--- config.mk ---
export PLATFORM = sky130hd
export DESIGN_NAME = ram_rom_mem
export DESIGN_NICKNAME = d
export VERILOG_FILES = /design/src/rtl/ram_rom_pkg.sv /design/src/rtl/ram_init_rom.sv /design/src/rtl/ram_rom_mem.sv
export SDC_FILE = /design/constraint.sdc
export NUM_CORES = 1
export LEC_CHECK = 0
export BUFFER_PORTS_ARGS = -buffer_cell sky130_fd_sc_hd__buf_2
export CAP_MARGIN = 5
export CORE_MARGIN = 3
export CORE_UTILIZATION = 53
export DETAILED_ROUTE_END_ITERATION = 8
export MAX_ROUTING_LAYER = met4
export PLACE_DENSITY_LB_ADDON = 0.05
export SETUP_SLACK_MARGIN = 0.2
export SLEW_MARGIN = 20
export SYNTH_ARGS = -nofsm -noshare
export SYNTH_HDL_FRONTEND = slang
export SYNTH_HIERARCHICAL = 1
export SYNTH_SLANG_ARGS = --single-unit
export TNS_END_PERCENT = 1
--- constraint.sdc ---
create_clock -name clk_2 -period 2 [get_ports clk_2]
set_clock_uncertainty 0.1 [all_clocks]
set_input_delay 0.2 -clock clk_2 [delete_from_list [all_inputs] [get_ports clk_2]]
set_output_delay 0.2 -clock clk_2 [all_outputs]
set_load 0.02 [all_outputs]
--- src/rtl/ram_rom_pkg.sv ---
// Shared types and the preload pattern for the self-initialising RAM.
// Used by ram_rom_mem and ram_init_rom (parity option: RAM_ROM_PARITY_EN).
package ram_rom_pkg;

  typedef enum logic {
    INIT  = 1'b0,
    READY = 1'b1
  } state_t;

  // Preload word for index idx, truncated to dw bits: (3*(idx+1)) mod 2**dw.
  function automatic logic [31:0] rom_word(input int unsigned idx, input int unsigned dw);
    logic [31:0] v;
    logic [31:0] mask;
    v    = 32'(3 * (idx + 1));
    mask = (dw >= 32) ? '1 : ((32'd1 << dw) - 32'd1);
    return v & mask;
  endfunction

endpackage

--- src/rtl/ram_init_rom.sv ---
// Combinational ROM giving the preload word (and, with RAM_ROM_PARITY_EN,
// its even-parity bit) for the current init address.
module ram_init_rom
  import ram_rom_pkg::*;
#(
  parameter int ADDR_WIDTH = 2,
  parameter int DATA_WIDTH = 4
) (
  input  logic [ADDR_WIDTH-1:0] addr_i,
`ifdef RAM_ROM_PARITY_EN
  output logic                  parity_o,
`endif
  output logic [DATA_WIDTH-1:0] data_o
);

  logic [31:0] word_full;
  logic        unused_hi;

  assign word_full = rom_word(32'(addr_i), 32'(DATA_WIDTH));
  assign data_o    = word_full[DATA_WIDTH-1:0];
  assign unused_hi = ^word_full[31:DATA_WIDTH];

`ifdef RAM_ROM_PARITY_EN
  assign parity_o = ^data_o;
`endif

endmodule

--- src/rtl/ram_rom_mem.sv ---
// Single-port synchronous RAM that preloads itself from a ROM pattern after
// reset, then serves valid/ready requests. Optional parity: RAM_ROM_PARITY_EN.
module ram_rom_mem
  import ram_rom_pkg::*;
#(
  parameter int ADDR_WIDTH = 2,
  parameter int DATA_WIDTH = 4
) (
  input  logic                  clk_2,
  input  logic                  reset,
  input  logic                  init_start,
  input  logic                  req_valid,
  output logic                  req_ready,
  input  logic                  req_we,
  input  logic [ADDR_WIDTH-1:0] req_addr,
  input  logic [DATA_WIDTH-1:0] req_wdata,
  input  logic                  perr_inject,
  output logic                  rd_valid,
  output logic [DATA_WIDTH-1:0] rd_data,
  output logic                  rd_perr,
  output logic                  init_done,
  output state_t                dbg_state
);

  localparam int DEPTH = 2 ** ADDR_WIDTH;

  // Handshake: a request transfers on a rising edge where req_valid && req_ready;
  // the requester holds req_valid and the request fields stable until then.

  state_t                state_q;
  logic [ADDR_WIDTH-1:0] init_addr_q;
  logic                  rd_valid_q;
  logic [DATA_WIDTH-1:0] rd_data_q;
  logic                  rd_perr_q;
  logic                  init_done_q;

  logic [DATA_WIDTH-1:0] mem_q [DEPTH];

  logic [DATA_WIDTH-1:0] rom_data;
  logic                  xfer, wr_xfer, rd_xfer;
  logic                  mem_we_d;
  logic [ADDR_WIDTH-1:0] mem_waddr_d;
  logic [DATA_WIDTH-1:0] mem_wdata_d;
  logic                  rd_perr_d;

  assign req_ready = (state_q == READY) && !init_start;
  assign xfer      = req_valid && req_ready;
  assign wr_xfer   = xfer && req_we;
  assign rd_xfer   = xfer && !req_we;

`ifdef RAM_ROM_PARITY_EN
  logic                  rom_par;
  logic                  mem_wpar_d;
  logic                  mem_par_q [DEPTH];

  ram_init_rom #(.ADDR_WIDTH(ADDR_WIDTH), .DATA_WIDTH(DATA_WIDTH)) u_rom (
    .addr_i  (init_addr_q),
    .parity_o(rom_par),
    .data_o  (rom_data)
  );
`else
  logic unused_perr;
  assign unused_perr = perr_inject;

  ram_init_rom #(.ADDR_WIDTH(ADDR_WIDTH), .DATA_WIDTH(DATA_WIDTH)) u_rom (
    .addr_i(init_addr_q),
    .data_o(rom_data)
  );
`endif

  // Array write port is shared by the preload sequencer and write requests.
  always_comb begin
    mem_we_d    = 1'b0;
    mem_waddr_d = init_addr_q;
    mem_wdata_d = rom_data;
`ifdef RAM_ROM_PARITY_EN
    mem_wpar_d  = rom_par;
`endif
    if (state_q == INIT) begin
      mem_we_d = !reset;
    end else if (wr_xfer) begin
      mem_we_d    = !reset;
      mem_waddr_d = req_addr;
      mem_wdata_d = req_wdata;
`ifdef RAM_ROM_PARITY_EN
      mem_wpar_d  = (^req_wdata) ^ perr_inject;
`endif
    end
  end

  always_ff @(posedge clk_2) begin
    if (mem_we_d) begin
      mem_q[mem_waddr_d] <= mem_wdata_d;
`ifdef RAM_ROM_PARITY_EN
      mem_par_q[mem_waddr_d] <= mem_wpar_d;
`endif
    end
  end

`ifdef RAM_ROM_PARITY_EN
  assign rd_perr_d = (^mem_q[req_addr]) != mem_par_q[req_addr];
`else
  assign rd_perr_d = 1'b0;
`endif

  always_ff @(posedge clk_2) begin
    if (reset) begin
      state_q     <= INIT;
      init_addr_q <= '0;
      rd_valid_q  <= 1'b0;
      rd_data_q   <= '0;
      rd_perr_q   <= 1'b0;
      init_done_q <= 1'b0;
    end else begin
      rd_valid_q <= rd_xfer;
      rd_perr_q  <= rd_xfer && rd_perr_d;
      if (rd_xfer) begin
        rd_data_q <= mem_q[req_addr];
      end
      case (state_q)
        INIT: begin
          init_addr_q <= init_addr_q + ADDR_WIDTH'(1);
          if (init_addr_q == ADDR_WIDTH'(DEPTH - 1)) begin
            state_q     <= READY;
            init_done_q <= 1'b1;
          end
        end
        READY: begin
          if (init_start) begin
            state_q     <= INIT;
            init_addr_q <= '0;
            init_done_q <= 1'b0;
          end
        end
        default: state_q <= INIT;
      endcase
    end
  end

  assign rd_valid  = rd_valid_q;
  assign rd_data   = rd_data_q;
  assign rd_perr   = rd_perr_q;
  assign init_done = init_done_q;
  assign dbg_state = state_q;

endmodule

==> impl_results.rst <==
.. list-table::
   :header-rows: 1

   * - Metric
     - Value
   * - Max Root-Sink Buffers
     - 2
   * - Iter 0 DRT Violations
     - 38
   * - First-pass GRT wire length
     - between 2 and 3 mm
   * - Final-layout setup total negative slack
     - 0 ns
   * - Crit start category
     - flop
   * - Setup CP Type
     - reg -> reg
   * - Number of placement rows
     - 16
   * - Count of cell types in the netlist
     - 27
   * - Total design power
     - roughly 990 uW
   * - Final slew viol count
     - 0
   * - Clk pin slew, worst setup/hold paths
     - around 0.13 ns
   * - Cell with the most instances after synthesis
     - sky130_fd_sc_hd__edfxtp_1
   * - Ratio of routed vias to standard cells
     - between 5 and 6
   * - Outcome
     - complete, no violations
   * - Via count
     - 720
   * - Clock network latency to the later pin of the worst-skew pair
     - 0.31 ns
   * - Final WS setup
     - 0.356 ns
   * - Shortest period the worst path allows
     - 1.64 ns
   * - Largest cells by area after synthesis
     - sky130_fd_sc_hd__edfxtp_1 42%, sky130_fd_sc_hd__dfxtp_1 16%, sky130_fd_sc_hd__mux4_2 7.9%, sky130_fd_sc_hd__nand2_1 4.6%, sky130_fd_sc_hd__ha_1 4.4%
   * - Post-CTS Hold Buffers
     - 0
   * - Syn Inst Count
     - 96
   * - Highest metal layer with signal wires
     - met4
   * - Leftover overflow at the end of global routing
     - 0
   * - Worst-case vdd ir drop
     - between 0.5 and 0.6 mV
   * - CP arrival
     - 1.54 ns
   * - Highest net fanout along the worst path
     - 7
   * - Drt drc
     - 0
   * - Synth Flop Type
     - sky130_fd_sc_hd__edfxtp_1
   * - Height of the chip
     - 52.5 um
   * - Layout area overhead
     - 11.9%
   * - Syn nets
     - 112
   * - Number of top-level design ports
     - 21
   * - Number of failing hold endpoints at the final stage
     - 0
   * - Area fraction of the dominant cell type after synthesis
     - between 40% and 50%
   * - Resize count post-CTS
     - 0
   * - Number of flops mapped to enable cells by yosys
     - 16
   * - Gpl congestion
     - 0.682
   * - Yosys reg bits
     - 25
   * - DIE AREA
     - 2760 um^2
   * - Kind of capture point of the worst setup path
     - flop
   * - Async S/R FF share, synth
     - 0%
   * - Pin count of the biggest net entering global routing
     - 16
   * - Number of global-route vias before repair
     - 645
   * - Yosys Warn Count
     - 6
   * - Quantity of I/O buffers inserted on ports
     - 18
   * - Total power divided by cell area
     - 775 nW/um^2
   * - Final Net Count
     - 131
   * - Cell type with the largest total area after synthesis
     - sky130_fd_sc_hd__edfxtp_1
   * - Clock sinks
     - 25
   * - Leakage power figure
     - about 0.51 nW
   * - Initial cell density of the core
     - 57.2%
   * - Utilization after layout
     - 64.1%
   * - Post-Place Setup Slack
     - 0.269 ns
   * - Total CTS buffers
     - 3
   * - X dimension of the die
     - 52.5 um
   * - Number of post-CTS setup repair buffers
     - 0
   * - Critical path data required time
     - about 1.9 ns
   * - Post-synth design cell area
     - 1150 um^2
   * - Fraction of the yosys area taken by sequential cells
     - 57.6%
   * - Clock tree from TritonCTS
     - done
   * - Hold Path Class
     - in -> reg
   * - Top cells by count, synth
     - 16 x sky130_fd_sc_hd__edfxtp_1, 14 x sky130_fd_sc_hd__nand2_1, 12 x sky130_fd_sc_hd__nor2_1, 9 x sky130_fd_sc_hd__dfxtp_1, 5 x sky130_fd_sc_hd__a21oi_1
   * - Overall routing resource usage
     - 15.5%
   * - CORE AREA
     - 2000 um^2
   * - Period utilisation layout
     - 82.2%
   * - Router iterations before antenna repair
     - 4
   * - Routed metal-1 wirelength
     - 939 um
   * - Placed cell area
     - approximately 1200 um^2
   * - Total met2 wirelength after detailed routing
     - between 700 and 800 um
   * - Peak Freq
     - 608 MHz
   * - Layout cell share with drive strength beyond 1
     - 26.3%
   * - Wirelength per Cell
     - 13.0 um
   * - Antenna fix cells
     - 0
   * - Setup-violating endpoint count in the final report
     - 0
   * - Number of antenna violations at the first check in global routing
     - 0
   * - Total length of routed met3 wires
     - 117 um
   * - Total routed wirelength
     - roughly 1.8 mm
   * - Final instance area
     - 1280 um^2
   * - Average instance area after synthesis
     - 11.9 um^2
   * - Setup repair after global routing missed its margin
     - false
   * - Clock root cell
     - sky130_fd_sc_hd__clkbuf_4
   * - CTS H-tree lvls
     - 1
   * - Max-Cap Viols
     - 0
   * - Remaining antenna violation count
     - 0
-- cells by family after synthesis --
kind of cell,count (synthesis),synth area share [%]
other cells,1,0.327
compound gates,8,4.48
buf+inv,11,5.13
simple gates,37,15.2
mux,8,11.4
xor+xnor,2,1.53
fa+ha+maj,4,4.37
flops,25,57.6
-- cell usage in the layout, fill, tap and decap left out, drive strengths merged --
master,Yosys,routed
edfxtp,16,16
a22oi,1,1
dfxtp,9,9
a21oi,5,5
nand3b,1,1
mux2i,4,4
xnor2,2,2
nand4b,1,1
nand3,2,2
or2,1,1
mux4,4,4
conb,1,1
nor2,12,12
ha,4,4
nand2b,1,1
nor4bb,1,1
nor2b,2,2
nor3,1,1
o32a,1,1
clkinvlp,0,1
buf,5,21
a32oi,1,1
inv,4,4
and4b,1,1
nand2,14,14
clkbuf,2,3
-- per-stage QoR --
| stage | instances | hold WS, ns |
|---|---|---|
| 2_1_floorplan | 96 | 0.169 |
| 5_1_grt | 141 | 0.120 |
| 6_report | 141 | 0.107 |
| 3_5_place_dp | 137 | 0.381 |
| 3_3_place_gp | 137 | 0.366 |
| 4_1_cts | 141 | 0.0986 |
-- layer usage --
metal | track usage [%] | vias to the layer above
li1 | - | 370
met1 | 23.7 | 325
met2 | 20.5 | 23
met3 | 4.27 | 2
met4 | 3.83 | 0
met5 | - | -
-- worst max-delay path, cell delays in order (launching register included) --
cell,delay (ns)
sky130_fd_sc_hd__dfxtp_1,0.44
sky130_fd_sc_hd__and4b_1,0.36
sky130_fd_sc_hd__a32oi_1,0.13
sky130_fd_sc_hd__nor2_1,0.29
-- state kept, by name, summed over array words and instances (netlist names) --
register and flops:
dbg_state 1, init_addr_q 2, init_done 1, mem_q 16, rd_data 4, rd_valid 1
-- path summary, 6_finish.rpt --
| kind | startpoint | cells past startpoint | slack (ns) | endpoint |
|---|---|---|---|---|
| max | dbg_state$_SDFF_PP0_ | 3 | 0.36 | mem_q[2][1]$_DFFE_PP_ |
| min | reset | 2 | 0.11 | init_done$_SDFFE_PP0P_ |
| min reg2reg | rd_data[2]$_SDFFE_PP0P_ | 2 | 0.41 | rd_data[2]$_SDFFE_PP0P_ |
| max reg2reg | dbg_state$_SDFF_PP0_ | 3 | 0.36 | mem_q[2][1]$_DFFE_PP_ |
-- power by group --
| group | internal (mW) | switching [mW] |
|---|---|---|
| registers | 0.602 | 0.0198 |
| logic | 0.0659 | 0.0856 |
| clock network | 0.0761 | 0.144 |
| total | 0.744 | 0.250 |
-- cell type report --
cell class | instances | area (um^2)
Clock buffer | 3 | 22.5
Clock inverter | 1 | 7.51
Fill cell | 163 | 719
Inverter | 4 | 15.0
Multi-Input combinational cell | 60 | 430
Sequential cell | 25 | 661
Tap cell | 27 | 33.8
Timing Repair Buffer | 21 | 113
Power figures use the tool's default switching activity.
